**src/rtl/spi_slave_pkg.sv**
```systemverilog
// Shared constants for the SPI slave register file: FSM states, frame geometry
// and field positions inside a frame.
package spi_slave_pkg;

  // FSM state encoding
  localparam logic [1:0] ST_IDLE  = 2'd0;
  localparam logic [1:0] ST_SHIFT = 2'd1;
  localparam logic [1:0] ST_DONE  = 2'd2;

  localparam int unsigned CMD_BITS     = 8;
  localparam int unsigned ADDR_FIELD_W = 7;

  function automatic int unsigned frame_len(input int unsigned ndatabits);
    return CMD_BITS + ndatabits;
  endfunction

  function automatic int unsigned rnw_pos(input int unsigned ndatabits);
    return frame_len(ndatabits) - 1;
  endfunction

  function automatic int unsigned addr_lsb(input int unsigned ndatabits);
    return ndatabits;
  endfunction

  function automatic logic addr_in_range(input logic [ADDR_FIELD_W-1:0] a,
                                         input int unsigned naddrbits);
    return (32'(a) >> naddrbits) == 32'd0;
  endfunction

endpackage

```
**src/rtl/spi_slave_sync.sv**
```systemverilog
// Two-flop synchronizer for one asynchronous input with rise/fall detection
// on the synchronized level.
module spi_slave_sync
  import spi_slave_pkg::*;
#(
  parameter logic RST_VAL = 1'b0
) (
  input  logic clk,
  input  logic rst_n,
  input  logic d,
  output logic q,
  output logic rise_c,
  output logic fall_c
);

  logic meta_q;
  logic q_d;

  always_ff @(posedge clk or negedge rst_n) begin
    if (!rst_n) begin
      meta_q <= RST_VAL;
      q      <= RST_VAL;
      q_d    <= RST_VAL;
    end else begin
      meta_q <= d;
      q      <= meta_q;
      q_d    <= q;
    end
  end

  assign rise_c = q & ~q_d;
  assign fall_c = ~q & q_d;

endmodule

```
**src/rtl/spi_slave_regfile.sv**
```systemverilog
// SPI slave with a small register file: 8-bit command (RNW + address) followed
// by a data word; everything runs in the clk domain from synchronized inputs.
module spi_slave_regfile
  import spi_slave_pkg::*;
#(
  parameter int unsigned NADDRBITS    = 3,
  parameter int unsigned NDATABITS    = 16,
  parameter logic        INVERT_CLOCK = 1'b0
) (
  input  logic                                 clk,
  input  logic                                 rst_n,
  input  logic                                 sclk,
  input  logic                                 cs_n,
  input  logic                                 mosi,
  output logic                                 miso,
  output logic                                 miso_oe,
  output logic [(2**NADDRBITS)*NDATABITS-1:0]  regs_o,
  output logic                                 wr_stb_o,
  output logic [NADDRBITS-1:0]                 wr_addr_o,
  output logic [15:0]                          frame_cnt_o
);

  localparam int unsigned NREGS    = 2**NADDRBITS;
  localparam int unsigned FLEN     = frame_len(NDATABITS);
  localparam int unsigned CNTW     = $clog2(FLEN + 1);
  localparam int unsigned RNW_BIT  = rnw_pos(NDATABITS);
  localparam int unsigned ADDR_LSB = addr_lsb(NDATABITS);

  logic sclk_lvl_unused, sclk_rise_c, sclk_fall_c;
  logic cs_lvl_unused, cs_rise_c, cs_fall_c;
  logic mosi_s, mosi_rise_unused, mosi_fall_unused;

  logic [1:0]           state, state_d;
  logic [CNTW-1:0]      bit_cnt;
  logic [FLEN-2:0]      shreg;
  logic [NDATABITS-1:0] out_sr;
  logic [NDATABITS-1:0] regs_q [NREGS];

  logic                    sample_edge_c, shift_edge_c;
  logic [FLEN-1:0]         shift_nxt_c;
  logic [ADDR_FIELD_W-1:0] rd_addr_c, wr_addr_c;
  logic [NDATABITS-1:0]    rd_data_c;
  logic start_c, stop_c, sample_c, shift_c, load_c, last_c, write_c;

  spi_slave_sync #(.RST_VAL(INVERT_CLOCK)) u_sync_sclk (
    .clk(clk), .rst_n(rst_n), .d(sclk),
    .q(sclk_lvl_unused), .rise_c(sclk_rise_c), .fall_c(sclk_fall_c)
  );

  // cs_n resets low so a select already active at reset release must rise before a frame starts
  spi_slave_sync #(.RST_VAL(1'b0)) u_sync_cs (
    .clk(clk), .rst_n(rst_n), .d(cs_n),
    .q(cs_lvl_unused), .rise_c(cs_rise_c), .fall_c(cs_fall_c)
  );

  spi_slave_sync #(.RST_VAL(1'b0)) u_sync_mosi (
    .clk(clk), .rst_n(rst_n), .d(mosi),
    .q(mosi_s), .rise_c(mosi_rise_unused), .fall_c(mosi_fall_unused)
  );

  assign sample_edge_c = INVERT_CLOCK ? sclk_fall_c : sclk_rise_c;
  assign shift_edge_c  = INVERT_CLOCK ? sclk_rise_c : sclk_fall_c;
  assign shift_nxt_c   = {shreg, mosi_s};
  assign rd_addr_c     = shift_nxt_c[ADDR_FIELD_W-1:0];
  assign wr_addr_c     = shift_nxt_c[ADDR_LSB +: ADDR_FIELD_W];
  assign rd_data_c     = addr_in_range(rd_addr_c, NADDRBITS) ?
                         regs_q[rd_addr_c[NADDRBITS-1:0]] : '0;

  always_ff @(posedge clk or negedge rst_n) begin
    if (!rst_n) state <= ST_IDLE;
    else        state <= state_d;
  end

  // Next state and per-cycle frame actions; chip-select edges override everything
  always_comb begin
    state_d  = state;
    start_c  = 1'b0;
    stop_c   = 1'b0;
    sample_c = 1'b0;
    shift_c  = 1'b0;
    load_c   = 1'b0;
    last_c   = 1'b0;
    write_c  = 1'b0;
    case (state)
      ST_SHIFT: begin
        sample_c = sample_edge_c;
        shift_c  = shift_edge_c & miso_oe;
        load_c   = sample_edge_c & (bit_cnt == CNTW'(CMD_BITS - 1)) &
                   shift_nxt_c[CMD_BITS-1];
        last_c   = sample_edge_c & (bit_cnt == CNTW'(FLEN - 1));
        write_c  = last_c & ~shift_nxt_c[RNW_BIT] &
                   addr_in_range(wr_addr_c, NADDRBITS);
        if (last_c) state_d = ST_DONE;
      end
      ST_IDLE, ST_DONE: ;
      default: state_d = ST_IDLE;
    endcase
    if (cs_rise_c) begin
      state_d = ST_IDLE;
      stop_c  = 1'b1;
    end else if (cs_fall_c) begin
      state_d = ST_SHIFT;
      start_c = 1'b1;
    end
  end

  always_ff @(posedge clk or negedge rst_n) begin
    if (!rst_n) begin
      bit_cnt <= '0;
      shreg   <= '0;
      out_sr  <= '0;
      miso    <= 1'b0;
      miso_oe <= 1'b0;
    end else if (start_c) begin
      bit_cnt <= '0;
      shreg   <= '0;
      out_sr  <= '0;
      miso    <= 1'b0;
      miso_oe <= 1'b0;
    end else if (stop_c) begin
      miso    <= 1'b0;
      miso_oe <= 1'b0;
    end else begin
      if (sample_c) begin
        shreg   <= shift_nxt_c[FLEN-2:0];
        bit_cnt <= bit_cnt + CNTW'(1);
      end
      if (load_c) begin
        out_sr  <= rd_data_c;
        miso_oe <= 1'b1;
      end
      if (shift_c) begin
        miso   <= out_sr[NDATABITS-1];
        out_sr <= {out_sr[NDATABITS-2:0], 1'b0};
      end
      // Overlong frames read back zeros
      if (last_c) miso <= 1'b0;
    end
  end

  // Frame commit: register write, strobe and frame counter
  always_ff @(posedge clk or negedge rst_n) begin
    if (!rst_n) begin
      for (int k = 0; k < NREGS; k++) regs_q[k] <= '0;
      wr_stb_o    <= 1'b0;
      wr_addr_o   <= '0;
      frame_cnt_o <= '0;
    end else begin
      wr_stb_o <= write_c;
      if (last_c) frame_cnt_o <= frame_cnt_o + 16'd1;
      if (write_c) begin
        regs_q[wr_addr_c[NADDRBITS-1:0]] <= shift_nxt_c[NDATABITS-1:0];
        wr_addr_o <= wr_addr_c[NADDRBITS-1:0];
      end
    end
  end

  for (genvar k = 0; k < NREGS; k++) begin : g_flat
    assign regs_o[k*NDATABITS +: NDATABITS] = regs_q[k];
  end

endmodule

```
**config.mk**
```make
export PLATFORM = sky130hd
export DESIGN_NAME = spi_slave_regfile
export DESIGN_NICKNAME = d
export VERILOG_FILES = /design/src/rtl/spi_slave_pkg.sv /design/src/rtl/spi_slave_sync.sv /design/src/rtl/spi_slave_regfile.sv
export SDC_FILE = /design/constraint.sdc
export NUM_CORES = 1
export LEC_CHECK = 0
export BUFFER_PORTS_ARGS = -buffer_cell sky130_fd_sc_hd__buf_4
export CAP_MARGIN = 20
export CORE_UTILIZATION = 47
export CTS_CLUSTER_DIAMETER = 100
export DETAILED_ROUTE_END_ITERATION = 6
export PLACE_DENSITY_LB_ADDON = 0.1
export RECOVER_POWER = 50
export SETUP_SLACK_MARGIN = 0.5
export SYNTH_ARGS = -nofsm -noshare
export SYNTH_HDL_FRONTEND = slang
export SYNTH_SLANG_ARGS = --single-unit
export TNS_END_PERCENT = 1
```
**constraint.sdc**
```tcl
create_clock -name clk -period 2.3 [get_ports clk]
set_clock_uncertainty 0.15 [all_clocks]
set_input_delay 0.23 -clock clk [delete_from_list [all_inputs] [get_ports clk]]
set_output_delay 0.23 -clock clk [all_outputs]
set_load 0.05 [all_outputs]
```
==> impl_metrics.tcl, run 1 <==
set metrics [dict create \
    grt_max_degree 74 \
    hpwlAfterDp_um 15340 \
    synth_edf_count 0 \
    synth-main-ff-cell "dfrtp_1" \
    drtIter0Drc 300 \
    worst_setup_path_end_kind "register" \
    path_clk_slew_ns 0.06 \
    ir_drop_mv 0.4462 \
    final-max-slew-violation-count 0 \
    post-synth-top-count-cell "dfrtp_1" \
    violations "negative setup slack" \
    area_growth_pct 29.71 \
    synthTopCellsByCount "dfrtp_1, mux2_2, mux2_4, mux4_2" \
    yosys_warnings 0 \
    grt_use_total 0.2416 \
    crit_type "reg2reg" \
    viasPerCell 5.579 \
    die_area_sq_um 20050 \
    vias 5931 \
    netlist_area_sq_um 9160 \
    numCtsBuffers 23 \
    hold_violations 0 \
    dp_cells 1018 \
    synth_nets 616 \
    cts_tree "yes" \
    die_h_um 141.6 \
    drc 0 \
    grt_pass1_vias 6231 \
    dp_slack_ns -0.07533 \
    p_total_mw 7.502 \
    setup_slack_ns -0.05336 \
    crit_arrival_ns 2.58 \
    rows 50 \
    final_cells 1063 \
    drtAntennaViolNets 0 \
    critPathMaxFanout 10 \
    timing.slew.headroom 0.3043 \
    first_pass_iters 4 \
    start_kind "register" \
    cp_common_cell "buf_6" \
    setup_viol 70 \
    fillers 1482 \
    nets 796 \
    cts_setup_buffers 0 \
    ys_types 53 \
    slowest_delay_ns 0.55 \
    clkSinkCount 204 \
    rsz0062_at_grt "true" \
    synth_area_leader_cell "dfrtp_1" \
    yosysTopAreaCellShare 0.5573 \
    synthTopCellsByArea "dfrtp_1, mux2_2, mux4_2" \
    antenna_found_initial 0 \
    clk_latency_ns 0.50 \
    clk_path_buf_depth 3 \
    wl_per_cell_um 21.86 \
    worst_path_max_delay_cell "or4_4" \
    num_io_pins 155 \
    drive_gt1_frac 0.5461 \
    hold_path.class "reg2reg" \
    htree_levels 1 \
    utilization 0.6289 \
    port_buffers 154 \
    maxCapViolCount 0 \
    layout_min_cycle_time_ns 2.353 \
    grt_pass1_wl_um 37160 \
    ys_seq_area_frac 0.5573 \
    die_x_um 141.6 \
    status "finished, violations left" \
    synth_cells 607 \
    path_cells "or4_4, nor4_4, buf_6, nor4bb_4, buf_6, mux2_2" \
    overflow 0 \
    cp.required_ns 2.53 \
    start_util 0.4848 \
    pwr_density_cell_nw_per_um2 631.4 \
    fin_crit_sh 1.023 \
    synth_seq_cells 204 \
    core_area_sq_um 18890 \
    synthArstFlopShare 1.000 \
    tightestPinTransition_ns 1.044 \
    wirelength_um 23240 \
    avgSynthCellArea_sq_um 15.09 \
    total_leakage_power_nw 5.962 \
    max_freq_ghz 0.4249 \
    cts-root-buf "clkbuf_16" \
    place.gp.congestion 0.7937 \
]
[flip-flops by register name, summed over array words and instances (netlist names), 2 cells and up]
signal and cells:
regs_o 128, shreg 23, frame_cnt_o 16, out_sr 16, bit_cnt 5, wr_addr_o 3, state 2
[repair_timing]
item | in CTS | in global routing
endpoints found under the hold margin | 71 | 0
pin swaps | 25 | 42
hold buffers | 4 | 0
resized for setup | 74 | 22
endpoints found under the setup margin | 184 | 186
[power by group]
part / total, mW / internal [mW] / switching, mW
clock: 3.52 / 2.10 / 1.42
sequential: 3.63 / 3.61 / 0.0205
combinational: 0.346 / 0.125 / 0.221
total: 7.50 / 5.84 / 1.66
[cell usage in the layout, fill, tap and decap left out, types with 5 or more instances in the layout]
master,n
mux2_2,59
clkbuf_16,23
buf_6,11
dfrtp_1,197
buf_4,171
mux2_4,79
dfrtp_2,7
nand4_1,5
buf_12,6
nand3_1,7
nand2_1,11
clkbuf_4,6
clkbuf_1,9
o21ai_0,6
o21ai_1,14
a22o_1,24
a32oi_1,14
xnor2_1,12
clkinv_2,6
mux2_1,10
clkbuf_8,5
nor2_1,8
mux4_2,32
inv_1,21
[critical path, delay by kind of cell, from the launching register on]
| kind | cells | cell delay [ns] |
|---|---|---|
| and+or+nand+nor | 3 | 0.96 |
| muxes | 1 | 0.35 |
| buffers and inverters | 2 | 0.39 |
| DFF | 1 | 0.38 |
[metrics by stage]
stage | cell area (sq um) | setup TNS [ns] | hold slack [ns]
final | 11880 | -1.513 | 0.1995
after detailed placement | 10850 | -2.932 | 0.1515
after global routing | 11880 | -13.53 | 0.2043
after floorplan | 9160 | -0.5920 | -0.2156
after CTS | 11850 | -4.639 | 0.1961
after global placement | 10850 | 0 | 0.1464
[layout make-up]
class / count / area, sq um / area share
multi-input cells: 331 / 3970 / 0.3341
repair buffers: 206 / 1668 / 0.1404
well taps: 260 / 325.3 / 0.02738
flip-flops and latches: 204 / 5114 / 0.4304
clock inverters: 7 / 60.06 / 0.005055
diodes: 1 / 2.502 / 0.0002106
clock buffers: 33 / 663.1 / 0.05581
inverters: 21 / 78.83 / 0.006634
[per-layer routing]
metal / track usage / vias up / part of all wire
li1: - / 2613 / -
met5: 0 / - / 0
met3: 0.03982 / 38 / 0.059
met1: 0.3428 / 3080 / 0.44
met2: 0.3866 / 200 / 0.48
met4: 0.06735 / 0 / 0.021
[worst paths after layout]
path | slack [ns] | cells after the start | end | start
min reg2reg | 0.20 | 0 | u_sync_mosi.q | u_sync_mosi.meta_q
min in group asynchronous | 0.34 | 2 | frame_cnt_o[12] | rst_n
max reg2reg | -0.05 | 6 | regs_o[46] | shreg[20]
max in group asynchronous | 0.36 | 3 | regs_o[5] | rst_n
max | -0.05 | 6 | regs_o[46] | shreg[20]
min | 0.20 | 0 | u_sync_mosi.q | u_sync_mosi.meta_q
[kinds of logic (layout without fill, tap and decap cells)]
| family | Yosys count | in the layout | share of synthesized area |
|---|---|---|---|
| flip-flops | 204 | 204 | 0.5573 |
| multiplexers | 183 | 183 | 0.2803 |
| buffers and inverters | 72 | 267 | 0.03866 |
| AO/OA/AOI/OAI | 68 | 68 | 0.05532 |
| AND/OR/NAND/NOR | 61 | 61 | 0.04863 |
| XOR/XNOR | 15 | 15 | 0.01434 |
| adder cells (fa/ha/maj) | 4 | 4 | 0.005464 |
| other | 0 | 1 | 0 |
Note: power is estimated with default switching activity, not from simulation.
==> inputs of run 2 (changes only) <==
- CORE_UTILIZATION: 47 -> 51
==> impl_metrics.tcl, run 2 (synthesis results as in run 1) <==
set metrics [dict create \
    grt_pass1_vias 6211 \
    fin_crit_sh 1.032 \
    power_frac_comb 0.046 \
    viasPerCell 5.806 \
    p_sw_frac 0.2193 \
    maxCapViolCount 1 \
    rsz0062_at_grt "true" \
    final_cell_mix "dfrtp_1, buf_4, mux2_4, mux2_2, mux4_2" \
    timing.slew.headroom -0.04837 \
    hpwlAfterDp_um 14910 \
    setup_viol 80 \
    grt_max_degree 71 \
    cts_tree "yes" \
    die_h_um 136.0 \
    max_freq_ghz 0.4214 \
    hold_violations 0 \
    worst_setup_path_end_kind "register" \
    largest_register_ffs 128 \
    utilization 0.6823 \
    crit_type "reg2reg" \
    wirelength_um 22480 \
    hold_path.class "reg2reg" \
    area_growth_pct 29.72 \
    intPower_mw 5.755 \
    place.gp.congestion 0.8391 \
    vias 5980 \
    start_kind "register" \
    start_util 0.5259 \
    dp_cells 984 \
    p_switching_mw 1.617 \
    final_cells 1030 \
    drtIter0Drc 266 \
    tightestPinTransition_ns 1.573 \
    clk_latency_ns 0.50 \
    final_common_cell "dfrtp_1" \
    rows 48 \
    grt_pass1_wl_um 35480 \
    crit_arrival_ns 2.60 \
    status "finished, violations left" \
    setup_slack_ns -0.07295 \
    numCtsBuffers 22 \
    clk_path_buf_depth 3 \
    die_x_um 136.0 \
    final-max-slew-violation-count 71 \
    path_clk_slew_ns 0.06 \
    die_area_sq_um 18500 \
    clkSinkCount 204 \
    wl_per_cell_um 21.82 \
    power_frac_seq 0.493 \
    grt_use_total 0.2494 \
    p_total_mw 7.372 \
    violations "max-capacitance violations, max-slew violations, negative setup slack" \
    antenna_cells 0 \
    p_clk_frac 0.461 \
    total_leakage_power_nw 6.019 \
    layout_min_cycle_time_ns 2.373 \
    dp_slack_ns -0.08269 \
    pwr_density_cell_nw_per_um2 620.4 \
    cp.required_ns 2.52 \
    critPathMaxFanout 6 \
    drtAntennaViolNets 0 \
    core_area_sq_um 17420 \
    port_buffers 154 \
    num_io_pins 155 \
    nets 800 \
    drc 0 \
    ir_drop_mv 0.6015 \
    cts-root-buf "clkbuf_16" \
    htree_levels 1 \
    drive_gt1_frac 0.5391 \
    first_pass_iters 4 \
    antenna_found_initial 0 \
    overflow 0 \
]
## run 2: cell types whose count changed in the layout (fill, tap and decap cells not counted), sizes merged
cell	change
buf	+7
clkinv	-4
bufinv	-1
clkbuf	+1
diode	-1
## run 2: power groups by stage
| stage | clock network [mW] | logic [mW] | registers [mW] |
|---|---|---|---|
| detailed placement | 0 | 0.314 | 3.70 |
| CTS | 3.46 | 0.346 | 3.63 |
| global route | 3.60 | 0.372 | 3.64 |
| floorplan | 0 | 0.147 | 3.69 |
| finish | 3.40 | 0.340 | 3.64 |
| global placement | 0 | 0.306 | 3.69 |
## run 2: area by class of cell
| class | count | area [sq um] |
|---|---|---|
| clock buffer | 36 | 684.4 |
| clock inverter | 2 | 10.01 |
| fill | 1224 | 5534 |
| inverter | 21 | 78.83 |
| multi-input combinational | 331 | 3983 |
| sequential | 204 | 5109 |
| tap | 225 | 281.5 |
| timing repair buffer | 211 | 1737 |
## run 2: path summary, 6_finish.rpt
check                      slack [ns]                from              end  cells past startpoint
setup reg to reg                -0.07           shreg[18]       regs_o[36]                      7
min in group asynchronous        0.53               rst_n  frame_cnt_o[15]                      2
hold / removal                   0.20  u_sync_mosi.meta_q    u_sync_mosi.q                      0
hold reg to reg                  0.20  u_sync_mosi.meta_q    u_sync_mosi.q                      0
setup / recovery                -0.07           shreg[18]       regs_o[36]                      7
max in group asynchronous        0.28               rst_n       regs_o[89]                      3
## run 2: metal layers
metal  routed length, um  track usage  up-vias
met2               11050       0.4038      208
li1                    -            -     2615
met5                   0            0        -
met3                1139      0.03542       34
met1                9884       0.3596     3123
met4                 405      0.05123        0
## run 2: what timing repair did
item | CTS | global route
pin swaps | 21 | 38
endpoints found under the setup margin | 185 | 186
resized for setup | 80 | 18
endpoints found under the hold margin | 67 | 0
hold buffers | 4 | 0
gates cloned | 1 | 1
buffers inserted | 2 | 0
## run 2: through the flow
| step | TNS (ns) | area, sq um | hold WS (ns) |
|---|---|---|---|
| floorplan | -0.5920 | 9160 | -0.2156 |
| global placement | -0.3153 | 10830 | 0.1182 |
| detailed placement | -1.734 | 10830 | 0.1230 |
| CTS | -1.264 | 11850 | 0.1751 |
| global route | -17.18 | 11880 | 0.2068 |
| finish | -2.500 | 11880 | 0.1973 |
## run 2: worst max-delay path, cell delays in order (launching register included)
cell and delay [ns]:
dfrtp_1 0.39, or4_4 0.53, nor4_4 0.19, buf_6 0.16, nor4bb_4 0.18, buf_4 0.19, buf_6 0.14, mux2_2 0.34
==> inputs of run 3 (changes only) <==
==> constraint.sdc (replaced) <==
create_clock -name clk -period 2.3 [get_ports clk]
set_clock_uncertainty 0.15 [all_clocks]
set_input_delay 0.575 -clock clk [delete_from_list [all_inputs] [get_ports clk]]
set_output_delay 0.575 -clock clk [all_outputs]
set_load 0.05 [all_outputs]
==> impl_metrics.tcl, run 3 (synthesis results as in run 1) <==
set metrics [dict create \
    crit_arrival_ns 2.57 \
    final_cells 1022 \
    rows 48 \
    critPathMaxFanout 12 \
    htree_levels 1 \
    first_pass_iters 4 \
    final_common_cell "dfrtp_1" \
    fin_crit_sh 1.021 \
    grt_max_degree 59 \
    status "finished, violations left" \
    nets 793 \
    setup_slack_ns -0.04823 \
    numCtsBuffers 21 \
    wirelength_um 22740 \
    pwr_density_cell_nw_per_um2 608.4 \
    die_h_um 136.0 \
    fin_setup_tns_ns -0.8768 \
    maxCapViolCount 0 \
    die_x_um 136.0 \
    timing.slew.headroom 0.08350 \
    hpwlAfterDp_um 14950 \
    largest_register_ffs 128 \
    crit_type "reg2reg" \
    grt_pass1_wl_um 36050 \
    drive_gt1_frac 0.5621 \
    dp_cells 983 \
    drtAntennaViolNets 0 \
    final_cell_mix "dfrtp_1, buf_6, mux2_4, mux2_2, mux4_2" \
    min_path_cells 1 \
    hold_violations 0 \
    regArea_sq_um 5117 \
    setup_viol 49 \
    area_growth_pct 36.77 \
    total_leakage_power_nw 6.116 \
    slowest_delay_ns 0.55 \
    viasPerCell 5.829 \
    whs_ns 0.05984 \
    vias 5957 \
    antenna_found_initial 0 \
    cp.required_ns 2.52 \
    clk_latency_ns 0.49 \
    start_util 0.5259 \
    place.gp.congestion 0.8246 \
    layout_min_cycle_time_ns 2.348 \
    ir_drop_mv 0.5242 \
    grt_pass1_vias 6271 \
    worst_setup_path_end_kind "register" \
    grt_use_total 0.2554 \
    antenna_cells 0 \
    core_area_sq_um 17420 \
    clkSinkCount 204 \
    port_buffers 154 \
    multi_input_area_sq_um 4021 \
    tightestPinTransition_ns 1.375 \
    final-max-slew-violation-count 0 \
    die_area_sq_um 18500 \
    overflow 0 \
    wl_per_cell_um 22.25 \
    fillers 1131 \
    hold_path.class "in2reg" \
    clk_path_buf_depth 3 \
    num_io_pins 155 \
    cts-root-buf "clkbuf_16" \
    rsz0062_at_grt "true" \
    worst_path_max_delay_cell "or4_4" \
    start_kind "register" \
    reg2reg_depth 6 \
    max_freq_ghz 0.4259 \
    violations "negative setup slack" \
    drtIter0Drc 306 \
    drc 0 \
    path_cells "or4_4, nor4_4, buf_6, and4bb_2, buf_12, mux2_4" \
    path_clk_slew_ns 0.06 \
    cts_tree "yes" \
]
[run 3: cell type report]
type                       count  share of cell area
inverter                      21            0.006292
multi-input combinational    331              0.3210
clock buffer                  26             0.04424
sequential                   204              0.4085
timing repair buffer         205              0.1829
tap                          225             0.02247
clock inverter                10             0.01468
[run 3: per-stage QoR]
step	area, sq um	setup slack (ns)	util	power [mW]
floorplan	9160	-0.03778	-	3.841
global placement	10860	-0.02759	0.6233	4.004
detailed placement	10860	-0.06745	0.6233	4.016
CTS	12410	-0.03612	0.7126	7.700
global route	12530	-0.1283	0.7193	7.861
finish	12530	-0.04823	0.7193	7.622
[run 3: power breakdown]
part	total (mW)	internal (mW)	leakage (nW)	switching [mW]
Sequential	3.64	3.61	2.81	0.0282
Combinational	0.333	0.123	2.95	0.211
Clock	3.65	2.27	0.354	1.38
Total	7.62	6.01	6.12	1.61
[run 3: critical path: cells and delay by family (launching register included)]
kind                   cells  cell delay, ns
buffers and inverters      2            0.35
muxes                      1            0.32
DFF                        1            0.39
and+or+nand+nor            3            1.00
[run 3: routing by layer]
| metal | vias up | track usage | routed length (um) |
|---|---|---|---|
| li1 | 2593 | - | - |
| met1 | 3143 | 0.3615 | 10060 |
| met2 | 186 | 0.4106 | 11020 |
| met3 | 35 | 0.04139 | 1130 |
| met4 | 0 | 0.06728 | 528 |
| met5 | - | 0 | 0 |
[run 3: worst paths after layout]
path	slack, ns	from	end
min reg2reg	0.20	u_sync_mosi.meta_q	u_sync_mosi.q
min	0.06	mosi	u_sync_mosi.meta_q
min in group asynchronous	0.81	rst_n	frame_cnt_o[15]
max in group asynchronous	0.25	rst_n	regs_o[23]
max reg2reg	-0.05	shreg[20]	regs_o[25]
max	-0.05	shreg[20]	regs_o[25]
[run 3: what timing repair did]
item,4_1_cts,5_1_grt
hold buffers,1,0
setup buffers,1,1
resized for setup,221,41
setup endpoints to repair,333,330
pin swaps,30,37
cloned,0,0
hold endpoints to repair,53,0
